`src/rtl/ifu_icache_fa.sv`:
```
// Fully-associative instruction cache for the IFU.
// Single-cycle hit lookup across all entries; a miss fetches one whole line
// over the fill port, installs it and answers the pending request from it.
//
// Handshakes: a transfer happens on a rising edge where valid & ready are both
// high. A producer raising valid keeps it and its payload stable until that
// edge. rsp_valid is a one-cycle pulse with no backpressure.
module ifu_icache_fa #(
    parameter int NUM_LINES      = 16,
    parameter int ADDR_WIDTH     = 32,
    parameter int LINE_WIDTH     = 128,
    parameter int INSTR_WIDTH    = 32,
    parameter int MISS_CNT_WIDTH = 16
) (
    input  logic                      Clk,
    input  logic                      Rst,
    input  logic                      req_valid,
    output logic                      req_ready,
    input  logic [ADDR_WIDTH-1:0]     req_addr,
    output logic                      rsp_valid,
    output logic [INSTR_WIDTH-1:0]    rsp_instr,
    output logic                      fill_req_valid,
    input  logic                      fill_req_ready,
    output logic [ADDR_WIDTH-1:0]     fill_req_addr,
    input  logic                      fill_rsp_valid,
    input  logic [LINE_WIDTH-1:0]     fill_rsp_line,
    input  logic                      flush,
    output logic [MISS_CNT_WIDTH-1:0] miss_count,
    output logic [1:0]                dbg_state,
    output logic [$clog2(NUM_LINES)-1:0] dbg_rr_ptr
);

    localparam int OFFSET_WIDTH = $clog2(LINE_WIDTH / 8);
    localparam int TAG_WIDTH    = ADDR_WIDTH - OFFSET_WIDTH;
    localparam int WORD_LSB     = $clog2(INSTR_WIDTH / 8);
    localparam int WORDS        = LINE_WIDTH / INSTR_WIDTH;
    localparam int WORD_W       = (WORDS > 1) ? $clog2(WORDS) : 1;
    localparam int IDX_W        = $clog2(NUM_LINES);

    typedef enum logic [1:0] {
        IDLE      = 2'd0,
        MISS_REQ  = 2'd1,
        MISS_WAIT = 2'd2
    } state_t;

    state_t state_q, state_d;

    logic [NUM_LINES-1:0]      valid_q;
    logic [TAG_WIDTH-1:0]      tag_q  [NUM_LINES];
    logic [LINE_WIDTH-1:0]     data_q [NUM_LINES];
    logic [IDX_W-1:0]          rr_ptr_q;
    logic [TAG_WIDTH-1:0]      miss_tag_q;
    logic [WORD_W-1:0]         miss_word_q;
    logic [MISS_CNT_WIDTH-1:0] miss_cnt_q;
    logic                      rsp_valid_q;
    logic [INSTR_WIDTH-1:0]    rsp_instr_q;

    logic [TAG_WIDTH-1:0]      req_tag;
    logic [WORD_W-1:0]         req_word;
    logic                      hit;
    logic [IDX_W-1:0]          hit_idx;
    logic [LINE_WIDTH-1:0]     hit_line;
    logic [INSTR_WIDTH-1:0]    hit_instr;
    logic                      has_inv;
    logic [IDX_W-1:0]          inv_idx;
    logic [IDX_W-1:0]          victim;
    logic                      acc_hit;
    logic                      acc_miss;
    logic                      install;

    assign req_tag  = req_addr[ADDR_WIDTH-1:OFFSET_WIDTH];
    assign req_word = WORD_W'(req_addr[OFFSET_WIDTH-1:0] >> WORD_LSB);

    // Tag match across every entry; tags are unique so at most one matches.
    always_comb begin
        hit     = 1'b0;
        hit_idx = '0;
        for (int i = 0; i < NUM_LINES; i++) begin
            if (valid_q[i] && (tag_q[i] == req_tag)) begin
                hit     = 1'b1;
                hit_idx = IDX_W'(i);
            end
        end
    end

    assign hit_line  = data_q[hit_idx];
    assign hit_instr = hit_line[req_word*INSTR_WIDTH +: INSTR_WIDTH];

    // Victim: lowest-index invalid entry, otherwise the round-robin pointer.
    always_comb begin
        has_inv = 1'b0;
        inv_idx = '0;
        for (int i = NUM_LINES - 1; i >= 0; i--) begin
            if (!valid_q[i]) begin
                has_inv = 1'b1;
                inv_idx = IDX_W'(i);
            end
        end
    end

    assign victim = has_inv ? inv_idx : rr_ptr_q;

    // Miss FSM: next state and handshake outputs, defaults first.
    always_comb begin
        state_d        = state_q;
        req_ready      = 1'b0;
        fill_req_valid = 1'b0;
        case (state_q)
            IDLE: begin
                req_ready = !flush;
                if (req_valid && !flush && !hit) begin
                    state_d = MISS_REQ;
                end
            end
            MISS_REQ: begin
                fill_req_valid = 1'b1;
                if (fill_req_ready) begin
                    state_d = MISS_WAIT;
                end
            end
            MISS_WAIT: begin
                if (fill_rsp_valid) begin
                    state_d = IDLE;
                end
            end
            default: state_d = IDLE;
        endcase
    end

    assign acc_hit  = req_valid && req_ready && hit;
    assign acc_miss = req_valid && req_ready && !hit;
    assign install  = (state_q == MISS_WAIT) && fill_rsp_valid;

    // Control, bookkeeping and response registers.
    always_ff @(posedge Clk) begin
        if (Rst) begin
            state_q     <= IDLE;
            valid_q     <= '0;
            rr_ptr_q    <= '0;
            miss_tag_q  <= '0;
            miss_word_q <= '0;
            miss_cnt_q  <= '0;
            rsp_valid_q <= 1'b0;
            rsp_instr_q <= '0;
            for (int i = 0; i < NUM_LINES; i++) begin
                tag_q[i] <= '0;
            end
        end else begin
            state_q     <= state_d;
            rsp_valid_q <= 1'b0;
            if (acc_hit) begin
                rsp_valid_q <= 1'b1;
                rsp_instr_q <= hit_instr;
            end
            if (acc_miss) begin
                miss_tag_q  <= req_tag;
                miss_word_q <= req_word;
                if (miss_cnt_q != '1) begin
                    miss_cnt_q <= miss_cnt_q + MISS_CNT_WIDTH'(1);
                end
            end
            // A flush clears everything; an install in the same cycle wins for its entry.
            if (flush) begin
                valid_q <= '0;
            end
            if (install) begin
                valid_q[victim] <= 1'b1;
                tag_q[victim]   <= miss_tag_q;
                rsp_valid_q     <= 1'b1;
                rsp_instr_q     <= fill_rsp_line[miss_word_q*INSTR_WIDTH +: INSTR_WIDTH];
                if (!has_inv) begin
                    rr_ptr_q <= rr_ptr_q + IDX_W'(1);
                end
            end
        end
    end

    // Line storage is not reset; valid bits guard it.
    always_ff @(posedge Clk) begin
        if (install && !Rst) begin
            data_q[victim] <= fill_rsp_line;
        end
    end

    assign rsp_valid     = rsp_valid_q;
    assign rsp_instr     = rsp_instr_q;
    assign fill_req_addr = {miss_tag_q, {OFFSET_WIDTH{1'b0}}};
    assign miss_count    = miss_cnt_q;
    assign dbg_state     = state_q;
    assign dbg_rr_ptr    = rr_ptr_q;

endmodule

```
`config.mk`:
```
export PLATFORM = sky130hd
export DESIGN_NAME = ifu_icache_fa
export DESIGN_NICKNAME = d
export VERILOG_FILES = /design/src/rtl/ifu_icache_fa.sv
export SDC_FILE = /design/constraint.sdc
export NUM_CORES = 2
export LEC_CHECK = 0
export ABC_AREA = 1
export CAP_MARGIN = 20
export CORE_AREA = 10 10 517 519
export DETAILED_ROUTE_END_ITERATION = 8
export DIE_AREA = 0 0 527 529
export PLACE_DENSITY = 0.68
export SYNTH_ARGS = -nofsm -noshare
export SYNTH_HDL_FRONTEND = slang
export SYNTH_SLANG_ARGS = --single-unit
```
`constraint.sdc`:
```
create_clock -name Clk -period 10 [get_ports Clk]
set_clock_uncertainty 0.15 [all_clocks]
set_input_delay 2 -clock Clk [delete_from_list [all_inputs] [get_ports Clk]]
set_output_delay 2 -clock Clk [all_outputs]
set_load 0.05 [all_outputs]
```
==> impl_metrics.env <==
export IMPL_status="finished, final reports clean"
export IMPL_setup_violations=0
export IMPL_rsz0062_at_grt="false"
export IMPL_wl_per_cell_um=27.4
export IMPL_tightest_slew_ns=1.17
export IMPL_clock_fmax_mhz=135
export IMPL_crit_fanout=111
export IMPL_cp_slowest_stage_delay_ns=0.64
export IMPL_crit_top_cell="nand2_1"
export IMPL_grt_pass1_wl_um=561000
export IMPL_timing_rr_end="data_q[10][100]"
export IMPL_nFillCells=22000
export IMPL_async_flop_share_pct=0
export IMPL_grt_pass1_vias=81900
export IMPL_final_cells=14300
export IMPL_yosysTopAreaCell="edfxtp_1"
export IMPL_path_clk_slew_ns=0.06
export IMPL_worstSetupStartpoint="req_addr[6]"
export IMPL_dieArea_mm2=0.279
export IMPL_synth_top_cell_area_share_pct=65.3
export IMPL_hold_ws_ns=0.314
export IMPL_period_share_pct=74.2
export IMPL_grtUsageTotal_pct=27.0
export IMPL_synth_area_top_cells="edfxtp_1, nand3_1, nand2_1, nor2_1, buf_2"
export IMPL_port_buffers=248
export IMPL_synth_distinct_cells=64
export IMPL_avgViaCountPerCell=6.09
export IMPL_die_w_um=527
export IMPL_crit_buf_inv=5
export IMPL_yosysSeqAreaShare_pct=67.0
export IMPL_power_density_mw_per_mm2=179
export IMPL_drt_iter0_drc=13500
export IMPL_clk_latency_ns=0.94
export IMPL_ios=255
export IMPL_path_depth=34
export IMPL_regArea_mm2=0.0770
export IMPL_drive_gt1_share_pct=7.39
export IMPL_ys_top_cells_by_count="nand3_1, edfxtp_1, nand2_1, nor2_1, inv_1"
export IMPL_cts_resized=0
export IMPL_pre_cts_slack_ns=1.87
export IMPL_hold_viol=0
export IMPL_dp_cells=13800
export IMPL_yosysWarningCount=0
export IMPL_dr_total_vias=87200
export IMPL_cts_buffers=291
export IMPL_min_period_ns=7.42
export IMPL_p_leak_nw=45.6
export IMPL_arrival_ns=8.15
export IMPL_hpwl_um=218000
export IMPL_cts_hold_buf=0
export IMPL_synth_edf_count=2496
export IMPL_multi_input_area_mm2=0.0321
export IMPL_worstReg2RegStart="dbg_state[1]"
export IMPL_slowest_stage="inv_1"
export IMPL_crit_type="in2reg"
export IMPL_crit_family="simple AND/OR/NAND/NOR gates"
export IMPL_crit_end="rsp_instr[27]"
export IMPL_slew_headroom_pct=20.9
export IMPL_synth_avg_cell_area_um2=10.8
export IMPL_nNetsFinal=10900
export IMPL_area_growth_pct=12.8
export IMPL_cts_tree="built"
export IMPL_cts_root_buf="clkbuf_16"
export IMPL_maxSlewViolCount=0
export IMPL_antenna_found_initial=64
export IMPL_ys_seq_elements=2597
export IMPL_gp_congestion=0.945
export IMPL_p_total_w=0.0232
export IMPL_rows=186
export IMPL_cp_end_kind="flip-flop"
export IMPL_die_y_um=529
export IMPL_syn_inst=10700
export IMPL_syn_area_mm2=0.115
export IMPL_cts_setup_buffers=0
export IMPL_ant_nets=0
export IMPL_ir_drop_mv=0.196
export IMPL_cap_violations=0
export IMPL_synth_most_common_cell="nand3_1"
export IMPL_hold_path_class="reg2reg"
export IMPL_r2r_cells=11
export IMPL_clock_sinks=2597
export IMPL_cts_max_path_buffers=4
export IMPL_coreArea_mm2=0.256
export IMPL_synth_main_ff_cell="edfxtp_1"
export IMPL_start_util_pct=44.8
export IMPL_reg2reg_setup_slack_ns=4.35
export IMPL_worst_slack_ns=2.58
export IMPL_globalRouteOverflowTotal=0
export IMPL_wirelength_um=393000
export IMPL_required_ns=10.73
export IMPL_drc=0
export IMPL_grt_max_degree=201
export IMPL_htreeDepth=5
export IMPL_drt_pre_antenna_iters=7
export IMPL_worst_setup_path_start_kind="primary input"
[registers in the layout (all words and copies together), names as in the netlist]
name / count
rsp_valid: 1
miss_tag_q: 28
dbg_rr_ptr: 4
valid_q: 16
tag_q: 448
dbg_state: 2
miss_count: 16
rsp_instr: 32
miss_word_q: 2
data_q: 2048
[final cells by class]
| cell class | instances | share of cell area [%] |
|---|---|---|
| Clock buffer | 378 | 6.11 |
| Tap cell | 3384 | 3.27 |
| Clock inverter | 115 | 0.646 |
| Sequential cell | 2597 | 59.4 |
| Inverter | 553 | 1.64 |
| Timing Repair Buffer | 496 | 4.02 |
| Antenna cell | 30 | 0.0580 |
| Multi-Input combinational cell | 6767 | 24.8 |
[layout by cell type (no fill, tap or decap), types with 32 or more instances in the layout]
cell type,n
a21oi_1,97
inv_1,500
clkbuf_1,67
a31oi_1,32
nor4_1,57
clkbuf_16,300
nor3_1,54
xor2_1,34
nand3_1,2727
nand2_1,2024
nand4_1,118
clkinv_2,43
o21ai_0,254
buf_12,44
clkinv_1,60
nor2_1,822
or2_2,90
clkdlybuf4s50_1,244
dfxtp_1,99
o22ai_1,85
edfxtp_1,2496
nand3b_1,134
inv_2,35
xnor2_1,67
buf_4,188
[report_power, final]
group	total (W)	switching (W)	internal [W]
clock network	0.0101	0.00423	0.00583
registers	0.0120	0.0000522	0.0120
logic	0.00108	0.000816	0.000262
[how the worst min path moves through the flow]
| stage | startpoint | end | slack [ns] | cells past startpoint |
|---|---|---|---|---|
| floorplan | valid_q[15] | valid_q[15] | 0.34 | 2 |
| global placement | rsp_instr[26] | rsp_instr[26] | 0.31 | 2 |
| detailed placement | rsp_instr[29] | rsp_instr[29] | 0.31 | 2 |
| CTS | rsp_instr[29] | rsp_instr[29] | 0.32 | 2 |
| global route | rsp_instr[29] | rsp_instr[29] | 0.35 | 2 |
| finish | rsp_instr[29] | rsp_instr[29] | 0.31 | 2 |
[per-layer routing]
layer | wire [um] | global-route usage (%) | vias to the layer above | share of wire (%)
met2 | 175000 | 41.3 | 5795 | 44
met4 | 19700 | 12.5 | 36 | 5.0
met5 | 222 | 0 | - | 0.056
met3 | 48200 | 5.67 | 1043 | 12
met1 | 150000 | 37.0 | 42500 | 38
li1 | - | - | 37800 | -
[worst register-to-register path: stages (launching register included)]
cell and delay (ns):
dfxtp_1 0.41, inv_1 0.07, nor3_2 0.15, buf_4 0.55, inv_2 0.62, nor3_1 0.34, inv_1 0.08, nor2_1 0.11
inv_1 0.18, nor2_4 0.78, buf_4 0.96, buf_4 0.81
[kinds of logic (layout without fill, tap and decap cells)]
logic type	count (synthesis)	after routing	synth area share, %
AOI/OAI and AO/OA	549	549	2.73
xor gates and xnor gates	101	101	0.770
buffers and inverters	1300	1542	5.18
DFF	2597	2597	67.0
other	1	34	0.00327
and+or+nand+nor	6111	6111	24.3
adders and majority gates	2	2	0.0218
[stage by stage]
| stage | TNS, ns | util (%) | cell area, um2 |
|---|---|---|---|
| finish | 0 | 50.5 | 129000 |
| global route | 0 | 50.5 | 129000 |
| CTS | 0 | 50.4 | 129000 |
| detailed placement | 0 | 47.0 | 120000 |
| global placement | 0 | 46.9 | 120000 |
| floorplan | -118.69 | - | 115000 |
Note: power is estimated with default switching activity, not from simulation.
